`src/rtl/if_stage_pkg.sv`:
```
// rtl/if_stage_pkg.sv - shared fetch-stage types: NOP encoding, fetch FSM states, buffer entry layout
package if_stage_pkg;

   localparam logic [31:0] DEFAULT_NOP_INST = 32'h0000_0013;

   typedef enum logic [1:0] {
      FETCH  = 2'd0,
      WAIT   = 2'd1,
      SQUASH = 2'd2
   } fetch_state_t;

   typedef struct packed {
      logic [31:0] pc;
      logic [31:0] inst;
   } fetch_entry_t;

endpackage

```
`src/rtl/if_stage_fetch_buffer.sv`:
```
// rtl/if_stage_fetch_buffer.sv - small synchronous FIFO holding fetched {pc, inst} entries
module if_stage_fetch_buffer #(
   parameter int DEPTH = 2
) (
   input  logic                       clk,
   input  logic                       rst,
   input  logic                       push,
   input  logic                       pop,
   input  logic                       flush,
   input  logic [63:0]                wr_data,
   output logic [63:0]                rd_data,
   output logic [$clog2(DEPTH):0]     count,
   output logic                       empty,
   output logic                       full
);

   localparam int AW = $clog2(DEPTH);

   logic [63:0]   mem [DEPTH];
   logic [AW-1:0] wr_ptr;
   logic [AW-1:0] rd_ptr;

   assign rd_data = mem[rd_ptr];
   assign empty   = (count == '0);
   assign full    = (count == (AW+1)'(DEPTH));

   // Storage is not reset; only pointers and occupancy need a defined state.
   always_ff @(posedge clk) begin
      if (push && !flush) begin
         mem[wr_ptr] <= wr_data;
      end
   end

   always_ff @(posedge clk or posedge rst) begin
      if (rst) begin
         wr_ptr <= '0;
         rd_ptr <= '0;
         count  <= '0;
      end else if (flush) begin
         wr_ptr <= '0;
         rd_ptr <= '0;
         count  <= '0;
      end else begin
         if (push) begin
            wr_ptr <= wr_ptr + AW'(1);
         end
         if (pop) begin
            rd_ptr <= rd_ptr + AW'(1);
         end
         case ({push, pop})
            2'b10:   count <= count + (AW+1)'(1);
            2'b01:   count <= count - (AW+1)'(1);
            default: count <= count;
         endcase
      end
   end

endmodule

```
`src/rtl/if_stage.sv`:
```
// rtl/if_stage.sv - instruction fetch stage: PC, one-at-a-time imem requests, fetch buffer, IF/ID register
// Optional IF_BYPASS_EN: a response arriving with the buffer empty and no stall goes straight into IF/ID.
module if_stage
   import if_stage_pkg::*;
#(
   parameter logic [31:0] RESET_PC  = 32'h0000_0000,
   parameter int          BUF_DEPTH = 2,
   parameter logic [31:0] NOP_INST  = DEFAULT_NOP_INST
) (
   input  logic        clk,
   input  logic        rst,
   input  logic        stall,
   input  logic        take_branch,
   input  logic [31:0] target_pc,
   output logic        imem_req,
   output logic [31:0] imem_addr,
   input  logic        imem_rvalid,
   input  logic [31:0] imem_rdata,
   output logic [31:0] if_id_IR,
   output logic [31:0] if_id_PC,
   output logic [31:0] if_id_NPC,
   output logic        if_id_valid_inst
);

   localparam int CW = $clog2(BUF_DEPTH) + 1;

   fetch_state_t  state;
   logic [31:0]   pc;
   logic [31:0]   req_pc;
   logic [CW-1:0] count;
   logic [CW-1:0] outstanding;
   logic          empty;
   logic          full;
   logic          slot_free;
   logic          rsp_accept;
   logic          bypass;
   logic          buf_push;
   logic          buf_pop;
   logic [63:0]   buf_rd_data;
   fetch_entry_t  head;

   assign outstanding = (state == FETCH) ? '0 : CW'(1);
   assign slot_free   = !full && ((count + outstanding) < CW'(BUF_DEPTH));
   assign imem_req    = !rst && (state == FETCH) && slot_free && !take_branch;
   assign imem_addr   = pc;

   assign rsp_accept  = (state == WAIT) && imem_rvalid && !take_branch;
`ifdef IF_BYPASS_EN
   assign bypass      = rsp_accept && empty && !stall;
`else
   assign bypass      = 1'b0;
`endif
   assign buf_push    = rsp_accept && !bypass;
   assign buf_pop     = !take_branch && !stall && !empty;
   assign head        = buf_rd_data;

   if_stage_fetch_buffer #(
      .DEPTH(BUF_DEPTH)
   ) u_fetch_buffer (
      .clk     (clk),
      .rst     (rst),
      .push    (buf_push),
      .pop     (buf_pop),
      .flush   (take_branch),
      .wr_data ({req_pc, imem_rdata}),
      .rd_data (buf_rd_data),
      .count   (count),
      .empty   (empty),
      .full    (full)
   );

   always_ff @(posedge clk or posedge rst) begin
      if (rst) begin
         state  <= FETCH;
         pc     <= RESET_PC;
         req_pc <= RESET_PC;
      end else if (take_branch) begin
         pc <= {target_pc[31:2], 2'b00};
         // A response landing in the redirect cycle is dropped and closes the transaction.
         case (state)
            WAIT:    state <= imem_rvalid ? FETCH : SQUASH;
            SQUASH:  state <= imem_rvalid ? FETCH : SQUASH;
            default: state <= FETCH;
         endcase
      end else begin
         case (state)
            FETCH: begin
               if (imem_req) begin
                  pc     <= pc + 32'd4;
                  req_pc <= pc;
                  state  <= WAIT;
               end
            end
            WAIT: begin
               if (imem_rvalid) begin
                  state <= FETCH;
               end
            end
            SQUASH: begin
               if (imem_rvalid) begin
                  state <= FETCH;
               end
            end
            default: state <= FETCH;
         endcase
      end
   end

   always_ff @(posedge clk or posedge rst) begin
      if (rst) begin
         if_id_IR         <= NOP_INST;
         if_id_PC         <= 32'h0000_0000;
         if_id_NPC        <= 32'h0000_0004;
         if_id_valid_inst <= 1'b0;
      end else if (take_branch) begin
         if_id_IR         <= NOP_INST;
         if_id_valid_inst <= 1'b0;
      end else if (!stall) begin
         if (bypass) begin
            if_id_IR         <= imem_rdata;
            if_id_PC         <= req_pc;
            if_id_NPC        <= req_pc + 32'd4;
            if_id_valid_inst <= 1'b1;
         end else if (!empty) begin
            if_id_IR         <= head.inst;
            if_id_PC         <= head.pc;
            if_id_NPC        <= head.pc + 32'd4;
            if_id_valid_inst <= 1'b1;
         end else begin
            if_id_IR         <= NOP_INST;
            if_id_valid_inst <= 1'b0;
         end
      end
   end

endmodule
```
`config.mk`:
```
export PLATFORM = sky130hd
export DESIGN_NAME = if_stage
export DESIGN_NICKNAME = d
export VERILOG_FILES = /design/src/rtl/if_stage_pkg.sv /design/src/rtl/if_stage_fetch_buffer.sv /design/src/rtl/if_stage.sv
export SDC_FILE = /design/constraint.sdc
export NUM_CORES = 1
export LEC_CHECK = 0
export CELL_PAD_IN_SITES_DETAIL_PLACEMENT = 0
export CELL_PAD_IN_SITES_GLOBAL_PLACEMENT = 2
export CORE_ASPECT_RATIO = 1.5
export CORE_UTILIZATION = 33
export DETAILED_ROUTE_END_ITERATION = 10
export PLACE_DENSITY = 0.78
export SYNTH_ARGS = -nofsm -noshare
export SYNTH_HDL_FRONTEND = slang
export SYNTH_HIERARCHICAL = 1
export SYNTH_SLANG_ARGS = --single-unit
export TNS_END_PERCENT = 50
```
`constraint.sdc`:
```
create_clock -name clk -period 8.6 [get_ports clk]
set_input_delay 2.15 -clock clk [delete_from_list [all_inputs] [get_ports clk]]
set_output_delay 2.15 -clock clk [all_outputs]
set_load 0.02 [all_outputs]
```
* After elaboration in Yosys (flattened, before gate mapping)
Memories as Yosys holds them, arrays and structs flattened. Index checks and enable logic that the tools add are counted.
Cells by class: add/subtract/negate cells 7, order comparisons 1, equality and inequality tests 8, mux-type cells 24, bitwise operators 3, reductions and logical operators 26
Operators by type and width (number):
- 32-bit 2-to-1 mux | 6
- 32-bit by 3-bit adder with 32-bit output (second input constant) | 2
- 2-bit 2-to-1 mux | 6
- 1-bit 2-to-1 mux | 10
- 1-bit logical AND | 9
- 2-bit one-hot mux with 2 select lines | 2
- 2-bit nonzero test | 4
- 2-bit == test (second input constant) | 3
- 3-bit AND reduction | 2
- 1-bit logical NOT | 5
- 2-bit by 1-bit == test with 1-bit output (second input constant) | 2
- 2-bit logical NOT | 2
- 2-bit AND reduction | 2
- 3-bit by 1-bit != test with 1-bit output (second input constant) | 1
- 3-bit != test (second input constant) | 1
- 1-bit NOT | 3
- 3-bit nonzero test | 1
- 1-bit adder (second input constant) | 2
- 2-bit by 1-bit adder with 2-bit output | 1
- 2-bit by 1-bit adder with 2-bit output (second input constant) | 1
- 2-bit less-than comparator (second input constant) | 1
- 2-bit by 1-bit != test with 1-bit output (second input constant) | 1
- 2-bit OR reduction | 1
- 2-bit by 1-bit subtractor with 2-bit output (second input constant) | 1
Storage, ports and cells: register bits after elaboration 167, RAM bits 128, input bits 69, output and inout bits 130, memories 1
Memory list:
- u_fetch_buffer.mem | depth 2, width 64, rd ports 1, clocked after Yosys merged registers in 0, write ports 1, RTL line if_stage_fetch_buffer.sv:19 | logic [63:0] mem [DEPTH];

* Logic depth before layout (Yosys ltp)
Gate-level depths: netlist (run 1).
word-level depth 10, gate-level depth with buffers 9, depth with buffers taken out 7

* Cells and area by module
Netlist (run 1), hierarchy kept.
Modules (own cells, without submodules):
- if_stage | times used 1, cells an instance 668, area an instance 6965.4 µm², seq. area each 3933.8 µm²
- if_stage_fetch_buffer | times used 1, cells an instance 221, area an instance 5042.3 µm², seq. area each 3943.8 µm²

* Worst setup path after synthesis (run 1)
No wires, ideal clock.
kind in2out, start input rst, end output imem_req, arrival time 6.526 ns, data required time 6.450 ns, slack -0.076 ns, cell stages on the path 4, cells stage by stage inv_1 nand3_1 nor2_1 clkbuf_1
On the way: word-level cells in the longest chain between the ends 4
RTL lines:
- start: declaration | RTL line if_stage.sv:11 | input logic rst,
- 1-bit logical NOT (no source line)
- 1-bit logical AND (3 in a row) | RTL line if_stage.sv:44 | assign imem_req = !rst && (state == FETCH) && slot_free && !take_branch;
- end: declaration | RTL line if_stage.sv:15 | output logic imem_req,
Every way passes these cells.

* Worst setup path after layout (run 1)
Ends and elaborated chain as after synthesis.

==> results of run 1 <==
==> state kept, by name, summed over array words and instances, names as in the netlist <==
register,flops
state,2
imem_addr,30
if_id_valid_inst,1
if_id_PC,32
u_fetch_buffer/count,2
req_pc,30
u_fetch_buffer/wr_ptr,1
u_fetch_buffer/rd_ptr,1
u_fetch_buffer/mem,128
if_id_IR,32
if_id_NPC,30
==> per-stage QoR <==
step,cell area [um^2],total power [mW]
6_report,15400,4.13
5_1_grt,15400,4.34
4_1_cts,15400,4.20
3_5_place_dp,14400,2.90
3_3_place_gp,14400,2.87
2_1_floorplan,12000,2.41
==> where the power goes <==
| group | internal, mW | switching, mW |
|---|---|---|
| combinational | 0.470 | 0.476 |
| clock | 0.749 | 0.529 |
| sequential | 1.72 | 0.180 |
==> Yosys cell counts (2+ instances only) <==
library cell,number
nand2_1,177
dfrtp_1,157
edfxtp_1,128
mux2_4,50
o21ai_0,49
mux2_2,44
xnor2_1,44
a22o_1,29
clkbuf_1,28
nand3_1,19
nor2_1,19
nor3_1,16
xor2_1,16
inv_1,12
nand4_1,12
o21ai_1,11
nor4_1,10
and4_1,9
buf_6,8
buf_4,4
dfstp_2,4
ha_1,4
and2_1,3
nand2b_1,3
nor4_4,3
o22a_1,3
and3_2,2
and3b_1,2
nor2b_1,2
nor3b_1,2
==> metal layers <==
layer	GRT usage (%)	part of all wire (%)
met1	19.2	43
met2	24.9	50
met3	2.06	4.1
met4	5.62	3.0
met5	0	0
==> final cells by class <==
class | count | area, um^2 | share of cell area (%)
antenna | 1 | 2.50 | 0.0163
clock buffer | 37 | 796 | 5.17
clock inverter | 15 | 185 | 1.20
inverter | 13 | 52.6 | 0.341
multi-input combinational | 549 | 3860 | 25.1
sequential | 289 | 7880 | 51.2
tap | 478 | 598 | 3.89
timing repair buffer | 204 | 2010 | 13.1
==> worst max-delay path: cells and delay by family <==
kind,cells,cell delay [ps]
buffers and inverters,4,2000
and+or+nand+nor,2,370
==> cell families (layout without fill, tap and decap cells) <==
group,after synthesis,in the layout,synth area share [%]
buffers and inverters,56,269,2.48
AOI/OAI and AO/OA,96,96,5.07
DFF,289,289,65.6
and+or+nand+nor,288,288,11.6
other,1,7,0.0312
adders and majority gates,4,4,0.417
xor gates and xnor gates,60,60,4.38
muxes,95,95,10.5
==> path summary, 6_finish.rpt <==
kind                                             end  depth (start not counted)
setup / recovery                            imem_req                          6
hold / removal             u_fetch_buffer/mem[0][42]                          0
setup reg to reg                       if_id_NPC[28]                          7
hold reg to reg            u_fetch_buffer/mem[0][42]                          0
max in group asynchronous               if_id_PC[19]                          3
min in group asynchronous    u_fetch_buffer/count[0]                          2
==> impl_metrics.csv, run 1 <==
group,metric,value,unit
synth,avgSynthCellArea,13.5,um^2
grt,grt_max_degree,79,
floorplanning,die_y,236,um
power_and_ir_drop,irDropWorstVdd,0.135,mV
placement,place_congestion,0.734,
floorplanning,chipWidth,158,um
clock_network,cts_buffers,28,
synth,synth_edf_count,128,
synth,yosysTopAreaCellShare,32.7,%
grt,antenna_found_initial,1,
clock_network,ctsResizeCount,0,
floorplanning,rows,85,
clock_network,cts_max_path_buffers,3,
timing,slew_violations,0,
floorplanning,initial_core_util,33.5,%
power_and_ir_drop,power_density,268,nW/um^2
timing,setup-tns-final,0,ps
routing,drc,0,
clock_network,ctsHoldBuffers,0,
grt,grt_pass1_wl,42600,um
cells_and_area,nNetsFinal,1158,
timing,period_share,77.7,%
synth,yosysUniqueCellTypes,49,
synth,synth_seq_cells,289,
placement,dpl.hpwl,18200,um
synth,syn_area,12000,um^2
routing,dr.pass1.iters,4,
critical_path,crit_type,"primary input to output pin",
clock_network,clockRootBuffer,"clkbuf_16",
synth,synth_area_leaders,"dfrtp_1, edfxtp_1, mux2_4",
clock_network,cts_tree,"done",
clock_network,cts_setup_buffers,0,
cells_and_area,final_common_cell,"clkdlybuf4s50_1",
timing,finalHoldViolCount,0,
synth,synthCells,889,
critical_path,crit_fanout,31,
power_and_ir_drop,power.leakage,6.02,nW
placement,dp.cells,1533,
critical_path,crit_path_max_incr_delay,600,ps
flow_run,drv_cap,0,
synth,synthFlopType,"dfrtp_1",
floorplanning,die_area,37200,um^2
synth,yosysSeqAreaShare,65.6,%
critical_path,worstSetupStartpoint,"rst",
critical_path,slowest_stage,"clkdlybuf4s50_1",
placement,post-place-ws,1830,ps
floorplanning,io_pins,199,
routing,num_vias,7303,
cells_and_area,final_cells,1586,
routing,via_per_inst,4.60,
routing,drtAntennaViolNets,0,
critical_path,cpMostUsedCell,"clkdlybuf4s50_1",
critical_path,cp.arrival,4530,ps
cells_and_area,final_util,42.9,%
timing,period_minus_slack,6680,ps
clock_network,clk_pin_slew_worst_paths,60,ps
grt,grt_use_total,14.8,%
cells_and_area,syn2layout_area_growth,28.2,%
routing,wl,26800,um
timing,final.setup.worst_slack,1920,ps
hold_path,holdCritPathClass,"flop to flop",
timing,holdWs,468,ps
clock_network,cts.sink_count,289,
timing,worst_pin_slew,967,ps
grt,grt_overflow,0,
status,status,"finished, final reports clean",
cells_and_area,drive_gt1_share,15.7,%
critical_path,end_kind,"output pin",
cells_and_area,most-common-layout-cells,"clkdlybuf4s50_1, nand2_1, dfrtp_1",
floorplanning,core-area,35800,um^2
critical_path,path_cells,"clkdlybuf4s50_1 -> clkinvlp_4 -> nand3_1 -> nor2_2 -> buf_4 -> clkdlybuf4s50_1",
synth,synth_area_leader_cell,"dfrtp_1",
critical_path,cp-start-kind,"primary input",
clock_network,htreeDepth,1,
timing,relSlewSlack,35.6,%
grt,grt_pass1_vias,7534,
synth,synth-async-reset-ratio,55.7,%
placement,port_buffers,194,
critical_path,r2r_setup_slack,5440,ps
timing,fmax,150,MHz
timing,setup_viol,0,
synth,yosys_warnings,6,
clock_network,clock_latency,550,ps
critical_path,required,6450,ps
critical_path,reg2reg_from,"u_fetch_buffer/rd_ptr",
hold_path,hp-start,"req_pc[10]",
routing,first_iter_violations,282,
timing,fin_worst_skew,20.9,ps
routing,wl_per_cell,16.9,um
timing,rsz0062_at_grt,"no",
cells_and_area,n_fill_cell,3358,
Note: power is estimated with default switching activity, not from simulation.
==> inputs of run 2 (changes only) <==
==> constraint.sdc (replaced) <==
create_clock -name clk -period 5.75 [get_ports clk]
set_input_delay 1.4375 -clock clk [delete_from_list [all_inputs] [get_ports clk]]
set_output_delay 1.4375 -clock clk [all_outputs]
set_load 0.02 [all_outputs]
==> run 2 against run 1 <==
Effect of this change:
- final area is 0.19% higher
- cell count is 0.13% higher
- non-clock buffer count is 3 higher
- combinational power is 49% higher
- total power is 51% higher
- via count is 1.1% lower
- worst hold slack hardly changed
- clock power is 52% higher
- critical path type unchanged
- critical path depth is 1 lower
- wire length is 1.3% higher
- worst setup slack worse by 880 ps
- highest routed layer unchanged
==> impl_metrics.csv, run 2 (synthesized netlist as in run 1, its figures left out) <==
group,metric,value,unit
timing,period_minus_slack,4720,ps
placement,post-place-ws,949,ps
clock_network,cts_tree,"done",
hold_path,hp-start,"req_pc[18]",
cells_and_area,most-common-layout-cells,"clkdlybuf4s50_1, nand2_1, dfrtp_1",
cells_and_area,largest_reg_flops,128,
routing,num_vias,7226,
power_and_ir_drop,p_sw_share,28.4,%
power_and_ir_drop,p_int,4.45,mW
critical_path,crit_type,"primary input to output pin",
clock_network,cts.sink_count,289,
critical_path,crit_fanout,25,
clock_network,cts_max_path_buffers,3,
routing,via_per_inst,4.55,
floorplanning,initial_core_util,33.5,%
placement,dpl.hpwl,18500,um
flow_run,drv_cap,0,
cells_and_area,stdcell_area,15400,um^2
floorplanning,core-area,35800,um^2
grt,grt_use_total,14.9,%
critical_path,critPathTopFamily,"buffers and inverters",
cells_and_area,n_fill_cell,3306,
timing,fmax,212,MHz
critical_path,reg2reg_from,"u_fetch_buffer/rd_ptr",
timing,fin_worst_skew,12.3,ps
power_and_ir_drop,pwr-share-seq,46.0,%
clock_network,htreeDepth,1,
power_and_ir_drop,power.leakage,6.03,nW
critical_path,path_cells,"clkdlybuf4s50_1 -> inv_6 -> nand3_1 -> nor2_2 -> clkdlybuf4s50_1",
floorplanning,die_y,236,um
power_and_ir_drop,power_density,403,nW/um^2
routing,drtAntennaViolNets,0,
critical_path,cp-start-kind,"primary input",
grt,antenna_found_initial,0,
routing,wl_per_cell,17.1,um
cells_and_area,drive_gt1_share,15.8,%
hold_path,holdCritPathClass,"flop to flop",
floorplanning,die_area,37200,um^2
timing,rsz0062_at_grt,"no",
cells_and_area,seq_area,7880,um^2
routing,dr.pass1.iters,4,
routing,drc,0,
cells_and_area,reg_top3,"u_fetch_buffer/mem x128, if_id_IR x32, if_id_PC x32",
critical_path,crit_path_max_incr_delay,650,ps
cells_and_area,multiInputGateArea,3870,um^2
floorplanning,rows,85,
critical_path,cp.arrival,3280,ps
grt,grt_pass1_wl,42800,um
timing,relSlewSlack,36.8,%
clock_network,ctsResizeCount,0,
routing,wl,27100,um
timing,slew_violations,0,
clock_network,cts_setup_buffers,0,
timing,finalHoldViolCount,0,
power_and_ir_drop,pwr-share-clk,31.3,%
placement,place_congestion,0.746,
status,status,"finished, final reports clean",
cells_and_area,regMostFlops,"u_fetch_buffer/mem",
timing,worst_pin_slew,948,ps
critical_path,cpMostUsedCell,"clkdlybuf4s50_1",
critical_path,end_kind,"output pin",
clock_network,clk_pin_slew_worst_paths,60,ps
placement,post_dp_cell_area,14400,um^2
floorplanning,io_pins,199,
grt,grt_pass1_vias,7578,
timing,period_share,82.0,%
clock_network,clockRootBuffer,"clkbuf_16",
cells_and_area,syn2layout_area_growth,28.4,%
clock_network,cts_buffers,28,
cells_and_area,insertedDiodeCount,0,
critical_path,crit_buf_inv,3,
critical_path,worstSetupStartpoint,"rst",
cells_and_area,nNetsFinal,1161,
timing,final.setup.worst_slack,1030,ps
timing,setup_viol,0,
placement,port_buffers,194,
clock_network,clock_latency,550,ps
grt,grt_overflow,0,
floorplanning,chipWidth,158,um
critical_path,required,4310,ps
power_and_ir_drop,irDropWorstVdd,0.269,mV
grt,grt_max_degree,72,
power_and_ir_drop,p_sw,1.76,mW
critical_path,slowest_stage,"clkdlybuf4s50_1",
cells_and_area,final_common_cell,"clkdlybuf4s50_1",
clock_network,ctsHoldBuffers,0,
routing,first_iter_violations,434,
power_and_ir_drop,power_frac_comb,22.7,%
[run 2: cell count changes in the layout (fill, tap and decap cells not counted), moves of 2 or more]
cell       before  now
clkbuf_8        4    0
buf_4          10   13
bufinv_16       3    6
clkinv_1        2    4
clkinv_2        3    5
[run 2: worst reg2reg max path, delay by kind of cell, from the launching register on]
kind / cells / cell delay (ps)
XOR/XNOR: 1 / 180
flip-flops: 1 / 730
buffers and inverters: 1 / 700
multiplexers: 1 / 330
AND/OR/NAND/NOR: 2 / 1030
AO/OA/AOI/OAI: 1 / 70
[run 2: per-layer routing]
| metal | wire, um | up-vias | global-route usage, % |
|---|---|---|---|
| met1 | 11800 | 3481 | 19.1 |
| li1 | - | 3546 | - |
| met3 | 999 | 40 | 1.99 |
| met4 | 641 | 0 | 4.74 |
| met5 | 0 | - | 0 |
| met2 | 13700 | 159 | 25.8 |
[run 2: layout make-up]
class,instances,share of cell area [%]
clock buffer,32,4.64
inverter,13,0.349
tap,478,3.88
sequential,289,51.1
clock inverter,20,1.74
multi-input combinational,549,25.1
timing repair buffer,207,13.2
[run 2: through the flow]
step,TNS (ps),power [mW],util [%],std cells,hold WS [ps]
after detailed placement,0,4.34,40.3,1536,453
final,0,6.21,43.0,1588,468
after floorplan,-15410,3.61,-,894,438
after global routing,0,6.53,43.0,1588,487
after CTS,0,6.31,43.0,1588,468
after global placement,0,4.31,40.3,1536,449
[run 2: power by group through the flow]
| stage | clock, mW | sequential [mW] | combinational, mW |
|---|---|---|---|
| 2_1_floorplan | 0 | 3.08 | 0.522 |
| 3_3_place_gp | 0 | 2.89 | 1.41 |
| 3_5_place_dp | 0 | 2.91 | 1.43 |
| 4_1_cts | 2.01 | 2.87 | 1.44 |
| 5_1_grt | 2.08 | 2.91 | 1.53 |
| 6_report | 1.95 | 2.86 | 1.41 |
[run 2: final timing paths]
check | end | slack, ps | cells past startpoint
hold reg to reg | u_fetch_buffer/mem[1][50] | 470 | 0
setup reg to reg | if_id_NPC[31] | 2580 | 6
setup / recovery | imem_req | 1030 | 5
min in group asynchronous | u_fetch_buffer/wr_ptr | 1290 | 2
hold / removal | u_fetch_buffer/mem[1][50] | 470 | 0
max in group asynchronous | if_id_IR[30] | 3200 | 3
